File: src/rtl/demosaic_pkg.sv
// Shared widths, mode encodings and rounding offsets for the demosaicing
// averaging datapath.
package demosaic_pkg;

  localparam int DATA_W = 5;
  localparam int SUM_W  = 7;

  localparam logic MODE_AVG4 = 1'b0;
  localparam logic MODE_AVG2 = 1'b1;

  // Half an LSB of the divisor, added before the shift to round to nearest
  localparam logic [SUM_W-1:0] RND_AVG4 = 7'd2;
  localparam logic [SUM_W-1:0] RND_AVG2 = 7'd1;

endpackage

File: src/rtl/adder4x5.sv
// 4-operand, 5-bit carry-save compressor: two cascaded 3:2 layers, leaving
// a redundant pair whose sum (mod 128) equals a+b+c+d.
module adder4x5
  import demosaic_pkg::*;
(
  input  logic [DATA_W-1:0] a,
  input  logic [DATA_W-1:0] b,
  input  logic [DATA_W-1:0] c,
  input  logic [DATA_W-1:0] d,
  output logic [SUM_W-1:0]  out1,
  output logic [SUM_W-1:0]  out2
);

  logic [SUM_W-1:0] a_x, b_x, c_x, d_x;
  logic [SUM_W-1:0] s_l1, c_l1;

  always_comb begin
    a_x  = SUM_W'(a);
    b_x  = SUM_W'(b);
    c_x  = SUM_W'(c);
    d_x  = SUM_W'(d);
    s_l1 = a_x ^ b_x ^ c_x;
    c_l1 = ((a_x & b_x) | (a_x & c_x) | (b_x & c_x)) << 1;
    out1 = s_l1 ^ c_l1 ^ d_x;
    out2 = ((s_l1 & c_l1) | (s_l1 & d_x) | (c_l1 & d_x)) << 1;
  end

endmodule

File: src/rtl/csa_share_arbiter.sv
// Round-robin share of one carry-save compressor between two averaging
// requesters, followed by a carry-propagate add and rounded average.
module csa_share_arbiter #(
  parameter int DATA_W = demosaic_pkg::DATA_W,
  parameter int SUM_W  = demosaic_pkg::SUM_W,
  parameter int CNT_W  = 16
) (
  input  logic                clk,
  input  logic                rst,
  input  logic                req0_valid,
  output logic                req0_ready,
  input  logic [4*DATA_W-1:0] req0_data,
  input  logic                req0_mode,
  input  logic                req1_valid,
  output logic                req1_ready,
  input  logic [4*DATA_W-1:0] req1_data,
  input  logic                req1_mode,
  output logic                out_valid,
  input  logic                out_ready,
  output logic                out_id,
  output logic [SUM_W-1:0]    out_sum,
  output logic [DATA_W-1:0]   out_avg,
  output logic [CNT_W-1:0]    cnt0,
  output logic [CNT_W-1:0]    cnt1,
  output logic                busy
);
  import demosaic_pkg::*;

  logic                last;
  logic                grant0, grant1, acc0, acc1;
  logic                s2_adv, s1_free;
  logic [4*DATA_W-1:0] sel_data;
  logic                sel_mode, sel_id;
  logic [DATA_W-1:0]   op_a, op_b, op_c, op_d;
  logic [SUM_W-1:0]    csa_out1, csa_out2;
  logic                vld_p1, id_p1, mode_p1;
  logic [SUM_W-1:0]    out1_p1, out2_p1;
  logic [SUM_W-1:0]    sum_p2;

  function automatic logic [DATA_W-1:0] round_avg(input logic [SUM_W-1:0] sum,
                                                  input logic mode);
    logic [SUM_W-1:0] t;
    if (mode == MODE_AVG2) begin
      t = sum + RND_AVG2;
      return t[DATA_W:1];
    end
    t = sum + RND_AVG4;
    return t[DATA_W+1:2];
  endfunction

  function automatic logic [CNT_W-1:0] sat_inc(input logic [CNT_W-1:0] v);
    return (&v) ? v : v + 1'b1;
  endfunction

  always_comb begin
    s2_adv     = !out_valid || out_ready;
    s1_free    = !vld_p1 || s2_adv;
    // last == 1 means port 1 was served most recently, so port 0 wins a tie
    grant0     = req0_valid && (!req1_valid || last);
    grant1     = req1_valid && (!req0_valid || !last);
    req0_ready = grant0 && s1_free;
    req1_ready = grant1 && s1_free;
    acc0       = req0_valid && req0_ready;
    acc1       = req1_valid && req1_ready;
    sel_id     = grant1;
    sel_data   = grant1 ? req1_data : req0_data;
    sel_mode   = grant1 ? req1_mode : req0_mode;
    op_a       = sel_data[DATA_W-1:0];
    op_b       = sel_data[2*DATA_W-1:DATA_W];
    op_c       = (sel_mode == MODE_AVG2) ? '0 : sel_data[3*DATA_W-1:2*DATA_W];
    op_d       = (sel_mode == MODE_AVG2) ? '0 : sel_data[4*DATA_W-1:3*DATA_W];
    sum_p2     = out1_p1 + out2_p1;
    busy       = vld_p1 | out_valid;
  end

  adder4x5 u_csa (
    .a    (op_a),
    .b    (op_b),
    .c    (op_c),
    .d    (op_d),
    .out1 (csa_out1),
    .out2 (csa_out2)
  );

  // Stage 1 boundary: carry-save pair captured with its tag and mode
  always_ff @(posedge clk) begin
    if (s1_free && (acc0 || acc1)) begin
      out1_p1 <= csa_out1;
      out2_p1 <= csa_out2;
      id_p1   <= sel_id;
      mode_p1 <= sel_mode;
    end
  end

  // Control, counters and the stage 2 boundary (result registers)
  always_ff @(posedge clk) begin
    if (rst) begin
      last      <= 1'b1;
      vld_p1    <= 1'b0;
      out_valid <= 1'b0;
      out_id    <= 1'b0;
      out_sum   <= '0;
      out_avg   <= '0;
      cnt0      <= '0;
      cnt1      <= '0;
    end else begin
      if (acc0 || acc1) last <= acc1;
      if (acc0) cnt0 <= sat_inc(cnt0);
      if (acc1) cnt1 <= sat_inc(cnt1);
      if (s1_free) vld_p1 <= acc0 || acc1;
      if (s2_adv) begin
        out_valid <= vld_p1;
        if (vld_p1) begin
          out_sum <= sum_p2;
          out_avg <= round_avg(sum_p2, mode_p1);
          out_id  <= id_p1;
        end
      end
    end
  end

endmodule

File: config.mk
export PLATFORM = sky130hd
export DESIGN_NAME = csa_share_arbiter
export DESIGN_NICKNAME = d
export VERILOG_FILES = /design/src/rtl/demosaic_pkg.sv /design/src/rtl/adder4x5.sv /design/src/rtl/csa_share_arbiter.sv
export SDC_FILE = /design/constraint.sdc
export NUM_CORES = 1
export LEC_CHECK = 0
export ABC_AREA = 1
export CORE_MARGIN = 8
export CORE_UTILIZATION = 47
export CTS_BUF_LIST = sky130_fd_sc_hd__clkbuf_4 sky130_fd_sc_hd__clkbuf_8 sky130_fd_sc_hd__clkbuf_16
export DETAILED_ROUTE_END_ITERATION = 7
export GPL_ROUTABILITY_DRIVEN = 0
export GPL_TIMING_DRIVEN = 0
export PLACE_DENSITY = 0.79
export SLEW_MARGIN = 0
export SYNTH_ARGS = -nofsm -noshare
export SYNTH_HDL_FRONTEND = slang
export SYNTH_HIERARCHICAL = 1
export SYNTH_SLANG_ARGS = --single-unit
File: constraint.sdc
create_clock -name clk -period 3.1 [get_ports clk]
set_clock_uncertainty 0.2 [all_clocks]
set_input_delay 0.465 -clock clk [delete_from_list [all_inputs] [get_ports clk]]
set_output_delay 0.465 -clock clk [all_outputs]
set_load 0.01 [all_outputs]
==> results of run 1 <==
final cells by class:
type,instances,share of cell area
Multi-Input combinational cell,381,0.3853
Sequential cell,64,0.2742
Inverter,88,0.06283
Tap cell,105,0.02499
Clock buffer,12,0.03570
Clock inverter,4,0.01023
Buffer,17,0.01928
Timing Repair Buffer,100,0.1875
registers in the layout, summed over array words and instances (netlist names):
| name | count |
|---|---|
| last | 1 |
| out_valid | 1 |
| out_sum | 7 |
| cnt0 | 16 |
| mode_p1 | 1 |
| vld_p1 | 1 |
| out1_p1 | 7 |
| out2_p1 | 7 |
| id_p1 | 1 |
| cnt1 | 16 |
| out_avg | 5 |
| out_id | 1 |
timing repair:
action / 4_1_cts / 5_1_grt
setup endpoints to repair: 0 / 5
gates resized for setup: 0 / 2
buffers inserted: 0 / 6
worst min path at each step:
stage,from,endpoint,cells past startpoint
final,cnt1[14],cnt1[14],2
after floorplan,id_p1,out_id,2
after CTS,cnt1[14],cnt1[14],2
after global placement,out_sum[0],out_sum[0],2
after global routing,out_sum[0],out_sum[0],2
after detailed placement,cnt1[14],cnt1[14],2
report_power, final:
group,internal (mW),switching (mW),total (mW)
Combinational,0.340,0.452,0.792
Clock,0.496,0.340,0.835
Sequential,0.947,0.0400,0.987
layout by cell type, fill, tap and decap left out, types with 14 or more instances in the layout:
cell type	count
nand2_1	157
clkdlybuf4s50_1	94
inv_1	83
dfxtp_1	48
nor2_1	46
nand3_1	37
a21oi_1	27
o21ai_0	19
edfxtp_1	16
nor3_1	14
per-stage QoR:
step,cells,worst slack [ns],setup TNS (ns)
2_1_floorplan,551,0.2887,0
3_3_place_gp,750,-0.2970,-1.539
3_5_place_dp,750,-0.3317,-1.982
4_1_cts,766,0.02326,0
5_1_grt,771,-0.05743,-0.05743
6_report,771,0.1055,0
critical path: cells and delay by family:
family                   cells  cell delay (ns)
AND/OR/NAND/NOR              2             0.26
AO/OA/AOI/OAI                2             0.31
adder cells (fa/ha/maj)      2             0.90
buffers and inverters        7             0.94
per-layer routing:
metal | up-vias | share of wire
met1 | 1694 | 0.44
met2 | 88 | 0.48
met5 | - | 0
met4 | 0 | 0.014
li1 | 1957 | -
met3 | 11 | 0.063
kinds of logic after synthesis:
logic type,Yosys count
AND/OR/NAND/NOR,286
buffers and inverters,106
AO/OA/AOI/OAI,65
flip-flops,64
adder cells (fa/ha/maj),20
XOR/XNOR,7
other,1
==> run summary, run 1 <==
Reg2Reg Depth = 12
TritonRoute pass-1 iters = 4
Port bufs = 94
# diodes = 0
Busiest grt layer = met2
DRC violations left = 0
Gr ovfl total = 0
Initial antenna violation count = 0
Share of layout cells above drive strength 1 = 0.08559
Final setup viols = 0
Critical path fanouts, max = 9
WP data required = 2.99 ns
Area leader, netlist = dfxtp_1
GRT Resource Usage Total = 0.1674
Initial core utilization = 0.4785
H-tree depth = 3
Synth cell types = 40
Mux cell area share after synthesis = 0
Area grow syn2layout = 35.07%
Status = finished, final reports clean
Most numerous cell in the Yosys netlist = nand2_1
Tot Pwr = 2.614 mW
Xor/xnor share of the synthesized area = 0.01575
Die W = 107.0 um
Met2 usage in global routing = 0.2749
Period utilization = 0.9660
Tmin final = 2.995 ns
Root Driver = clkbuf_8
Reg2reg setup slack = 0.41 ns
Die ar. = 11,450 um^2
YS warnings = 6
Ys async rst share = 0
Most used DFF post-synth = dfxtp_1
EDFF count, synth = 16
Reg area = 1441 um^2
Post-Route WL = 9443 um
Post-synthesis sequential area ratio = 0.3703
Pwr dens = 497.3 nW/um^2
Most used cell, CP = inv_1
Final core utilization = 0.6464
Met3 track demand over resource = 0.04919
Initial drt markers = 138
Post-CTS Hold Buffers = 0
Final hold viol count = 0
Synth Area per Inst = 7.090 um^2
Worst setup path startpoint = req0_valid
Max incr delay on CP = 0.47 ns
Height of the die = 107.0 um
Vias per inst = 4.864
GR Layer Usage met1 = 0.2017
Worst ir drop on vdd = 280.3 uV
Max-cap check violation count = 0
Fmax = 333.9 MHz
Vias in the first global route = 3,514
Final nets = 728
Synth Area in Adders = 0.08357
HP Class = reg2reg
Synth Area in Compound Gates = 0.09322
Worst-Margin Slew = 0.5621 ns
Reg clk slew, reported paths = 0.08 ns
Clk sinks = 64
Top-level I/O count = 96
Synthesized area = 3892 um^2
Syn Inst Count = 549
Worst slew margin = 0.6253
Simple-gate portion of the synthesized area = 0.3250
Largest net degree at the start of global routing = 18
Crit-path slowest cell = fa_1
Kind of critical path = in2reg
Final Max Tran Viols = 0
Crit path to = out1_p1[4]
Post-DRT Antenna Nets = 0
Skew-Pair Late Insertion Delay = 0.35 ns
Final instance area = 5258 um^2
CP endpoint kind = flop
Area contributors post-synth = dfxtp_1, nand2_1, edfxtp_1
Core area = 8134 um^2
Row Count = 33
Synth cell count leaders = nand2_1, inv_1, dfxtp_1
WHS = 0.2924 ns
Setup crit start kind = primary input
Footprint of the multi-input gates = 2026 um^2
Longest Clk Path Bufs = 2
Post-Place Cell Area = 4972 um^2
Register bit count reported by yosys = 64
Largest family of logic cells by synthesized area = simple AND/OR/NAND/NOR gates
CTS tree = done
TritonCTS Buffers = 9
Yosys top cell area share = 0.2469
Reg2reg start = last
Worst EP arrival = 2.88 ns
Lkg Pwr = 2.301 nW
Fillcell total = 691
Post-DP HPWL = 7521 um
Global-route wire length before repair = 15,740 um
Detailed-route via count = 3,750
Avg WL per Cell = 12.25 um
Crit path cell chain = clkdlybuf4s50_1 > inv_1 > o21ai_4 > inv_2 > or2_1 > o21ai_1 > buf_4 > nand2_1 > inv_1 > inv_1 > fa_1 > inv_1 > fa_1
R2r endpoint = out1_p1[4]
(Power assumes the default switching activity.)
==> inputs of run 2 (changes only) <==
Settings changed: CORE_UTILIZATION 47 to 40, PLACE_DENSITY 0.79 to 0.69.
==> run 2 against run 1 <==
Net effect:
- cell count is 3.6% higher
- first-iteration DRC count increased by 8.7%
- combinational power about the same
- highest routed layer unchanged
- die area up 15%
- non-clock buffer count unchanged
- power fell by 1.6%
- critical path type unchanged
==> run summary, run 2 (synthesized netlist as in run 1, its figures left out) <==
Top-level I/O count = 96
H-tree depth = 3
Reg area = 1441 um^2
Final hold viol count = 0
Initial antenna violation count = 0
Crit path cell chain = clkdlybuf4s50_1 > inv_2 > o21ai_4 > inv_2 > or2_1 > o21ai_1 > buf_4 > nand2_1 > inv_1 > inv_1 > fa_1 > inv_1 > fa_1
CTS tree = done
Vias in the first global route = 3,574
Post-DRT Antenna Nets = 0
CP Depth = 13
Die ar. = 13,140 um^2
Top flop regs = cnt0 (16), cnt1 (16)
Largest net degree at the start of global routing = 18
Reg2reg start = last
Max incr delay on CP = 0.47 ns
Worst setup path startpoint = req0_valid
Final Max Tran Viols = 0
CP endpoint kind = flop
Global-route wire length before repair = 15,640 um
Pwr dens = 488.5 nW/um^2
# diodes = 0
Max-cap check violation count = 0
Worst ir drop on vdd = 241.7 uV
WP data required = 2.98 ns
Gr ovfl total = 0
Vias per inst = 4.587
Reg2reg setup slack = 0.38 ns
Most used cell, CP = inv_1
GRT Resource Usage Total = 0.1471
CP Buf/Inv Count = 7
Row Count = 36
TritonRoute pass-1 iters = 4
Setup crit start kind = primary input
Height of the die = 114.6 um
Crit path to = out1_p1[4]
Area grow syn2layout = 35.29%
Reg clk slew, reported paths = 0.08 ns
Tot Pwr = 2.572 mW
Port bufs = 94
Status = finished, final reports clean
Worst-Margin Slew = 0.6110 ns
Share of layout cells above drive strength 1 = 0.08559
Post-Route WL = 9564 um
Leading cell type in the layout, fill and taps excluded = nand2_1
Post-DP HPWL = 7641 um
Clk sinks = 64
Reg2Reg Depth = 12
Commonest cells after routing, fill and taps aside = nand2_1, clkdlybuf4s50_1, inv_1
Core area = 9594 um^2
Initial core utilization = 0.4057
Critical path fanouts, max = 8
Cell family with most CP delay = buffers and inverters
Period utilization = 0.9559
Crit-path slowest cell = clkdlybuf4s50_1
Detailed-route via count = 3,665
Die W = 114.6 um
DRC violations left = 0
Hold Path Stages = 2
Root Driver = clkbuf_8
Skew-Pair Late Insertion Delay = 0.35 ns
Fmax = 337.5 MHz
Worst EP arrival = 2.85 ns
Lkg Pwr = 2.287 nW
Tmin final = 2.963 ns
WHS = 0.2822 ns
Longest Clk Path Bufs = 2
TritonCTS Buffers = 9
R2r endpoint = out1_p1[4]
Initial drt markers = 150
Fillcell total = 948
Kind of critical path = in2reg
Worst slew margin = 0.5927
HP Class = reg2reg
Avg WL per Cell = 11.97 um
Footprint of the multi-input gates = 2026 um^2
Final nets = 728
Final setup viols = 0
## run 2: worst min path at each step
stage | from | to | slack [ns]
after floorplan | id_p1 | out_id | 0.27
after global placement | out_sum[0] | out_sum[0] | 0.27
after detailed placement | out_sum[0] | out_sum[0] | 0.27
after CTS | cnt1[15] | cnt1[15] | 0.28
after global routing | out_sum[0] | out_sum[0] | 0.30
final | cnt1[15] | cnt1[15] | 0.28
## run 2: worst min-delay path: cells and delay by family, from the launching register on
kind,cells,cell delay [ns]
AO/OA/AOI/OAI,1,0.05
flip-flops,1,0.32
AND/OR/NAND/NOR,1,0.06
## run 2: through the flow
step                  util  TNS [ns]  instances  worst slack [ns]  instance area [um^2]
global placement    0.5219    -1.673        778           -0.3087                  5007
finish              0.5489         0        799            0.1368                  5266
floorplan                -         0        551            0.2887                  3900
CTS                 0.5447         0        794           0.04742                  5226
global route        0.5489  -0.01574        799          -0.01574                  5266
detailed placement  0.5219    -1.972        778           -0.3271                  5007
## run 2: routing by layer
layer	vias to the layer above	routed length [um]	GRT usage
met5	-	0	0
met4	0	201	0.06744
met3	13	628	0.04378
met2	102	4332	0.2399
met1	1593	4402	0.1738
li1	1957	-	-
## run 2: area by class of cell
cell class,count,area share
Multi-Input combinational cell,381,0.3847
Sequential cell,64,0.2737
Timing Repair Buffer,99,0.1858
Inverter,88,0.06272
Tap cell,133,0.03160
Clock buffer,11,0.02637
Buffer,18,0.01996
Clock inverter,5,0.01521
## run 2: timing repair
action                                  in CTS  in global routing
hold buffers                                 0                  0
resized for setup                            0                  3
buffers inserted                             0                  5
endpoints found under the setup margin       0                  6
## run 2: power by group
part | switching (mW) | total, mW | internal (mW) | leakage (nW)
logic | 0.449 | 0.789 | 0.340 | 1.62
registers | 0.0396 | 0.987 | 0.947 | 0.554
clock network | 0.325 | 0.797 | 0.471 | 0.115
total | 0.814 | 2.57 | 1.76 | 2.29
==> inputs of run 3 (changes only) <==
Settings changed: CORE_UTILIZATION 40 to 45, PLACE_DENSITY 0.69 to 0.76.
==> run 3 against run 2 <==
Net effect:
- maximum frequency is 0.75% lower
- via count rose by 0.87%
- critical path depth down 3
- clock power is 22% lower
- register-to-register slack barely moved
- combinational power rose by 2%
- clock-buffer cell count did not move
- sequential power about the same
==> run summary, run 3 (synthesized netlist as in run 1, its figures left out) <==
Commonest cells after routing, fill and taps aside = nand2_1, clkdlybuf4s50_1, inv_1
Largest net degree at the start of global routing = 18
Setup crit start kind = primary input
Reg2reg setup slack = 0.38 ns
Reg area = 1441 um^2
TritonCTS Buffers = 9
Critical path fanouts, max = 10
Share of layout cells above drive strength 1 = 0.08996
Post-Route WL = 9583 um
Root Driver = clkbuf_8
Footprint of the multi-input gates = 2029 um^2
Area grow syn2layout = 33.88%
CP endpoint kind = flop
Gr ovfl total = 0
Worst ir drop on vdd = 226.7 uV
Post-DRT Antenna Nets = 0
Hold Path Stages = 2
HP Class = reg2reg
Die ar. = 11,880 um^2
Core area = 8551 um^2
Initial drt markers = 109
Final setup viols = 0
Height of the die = 109.0 um
Detailed-route via count = 3,697
CTS tree = done
Final nets = 730
Final Max Tran Viols = 0
Max-cap check violation count = 0
Status = finished, final reports clean
Post-DP HPWL = 7618 um
Tmin final = 2.986 ns
GRT Resource Usage Total = 0.1661
Reg2Reg Depth = 10
Final core utilization = 0.6095
Skew-Pair Late Insertion Delay = 0.34 ns
Die W = 109.0 um
Pwr dens = 462.9 nW/um^2
Lkg Pwr = 2.276 nW
Worst-Margin Slew = 0.5885 ns
Kind of critical path = in2reg
Fillcell total = 789
Worst EP arrival = 2.86 ns
WP data required = 2.98 ns
H-tree depth = 3
Top-level I/O count = 96
Leading cell type in the layout, fill and taps excluded = nand2_1
Vias per inst = 4.770
Reg clk slew, reported paths = 0.07 ns
Initial antenna violation count = 0
Vias in the first global route = 3,565
Fmax = 334.9 MHz
Period utilization = 0.9631
Worst slew margin = 0.6077
Top flop regs = cnt0 (16), cnt1 (16)
Final hold viol count = 0
Clk sinks = 64
Port bufs = 94
Row Count = 34
TritonRoute pass-1 iters = 4
Initial core utilization = 0.4552
Global-route wire length before repair = 15,930 um
# diodes = 0
Longest Clk Path Bufs = 2
DRC violations left = 0
Avg WL per Cell = 12.37 um
Tot Pwr = 2.412 mW
## run 3: cell count changes in the layout (fill, tap and decap cells not counted)
cell / delta
clkinvlp_4: +1
bufinv_16: -2
buf_6: +1
o21ai_2: +1
clkbuf_4: -1
clkinv_2: +2
clkbuf_1: -1
o21ai_1: -1
clkdlybuf4s15_2: +1
clkbuf_8: +1
inv_4: -1
clkbuf_2: +1
clkinv_4: -1
## run 3: timing repair
item                       4_1_cts  5_1_grt
gates cloned                     0        1
pin swaps                        0        2
hold endpoints to repair         0        0
gates resized for setup          1        5
setup buffers                    0        6
hold buffers                     0        0
setup endpoints to repair        1        2
## run 3: cell type report
type / count / area share
buffer: 18 / 0.02113
clock buffer: 11 / 0.02785
clock inverter: 4 / 0.004322
inverter: 88 / 0.06339
multi-input combinational: 381 / 0.3894
sequential: 64 / 0.2766
tap: 108 / 0.02593
timing repair buffer: 101 / 0.1914
## run 3: where the power goes
group          total (mW)  switching (mW)  internal (mW)  leakage, nW
sequential          0.988          0.0404          0.948        0.554
combinational       0.804           0.459          0.345         1.63
clock               0.620           0.308          0.312       0.0884
total                2.41           0.807           1.61         2.28
## run 3: path summary, 6_finish.rpt
kind | start | to
worst max register to register | last | out1_p1[4]
worst min register to register | out_avg[0] | out_avg[0]
worst max-delay path | req1_valid | out1_p1[4]
worst min-delay path | out_avg[0] | out_avg[0]
## run 3: through the flow
stage / cells / worst slack (ns) / TNS, ns / instance area [um^2] / hold slack [ns]
finish: 775 / 0.1143 / 0 / 5211 / 0.2863
global route: 775 / -0.0006672 / -0.0006672 / 5211 / 0.3087
CTS: 768 / 0.02648 / 0 / 5146 / 0.2898
detailed placement: 753 / -0.3858 / -2.172 / 4976 / 0.2747
global placement: 753 / -0.2972 / -1.581 / 4976 / 0.2656
floorplan: 551 / 0.2887 / 0 / 3900 / 0.2669
## run 3: layer usage
layer	GRT usage	vias to the layer above	part of all wire	wire length [um]
met5	0	-	0	0
met4	0.06256	0	0.017	166
met3	0.04905	12	0.062	598
met2	0.2708	89	0.47	4506
met1	0.2026	1638	0.45	4311
li1	-	1958	-	-
## run 3: worst max-delay path, cell delays in order
cell             delay (ns)
clkdlybuf4s50_1        0.54
o21ai_4                0.09
inv_2                  0.08
clkbuf_1               0.40
nand2_1                0.13
nand2_1                0.09
inv_1                  0.05
fa_1                   0.52
inv_1                  0.05
fa_1                   0.44
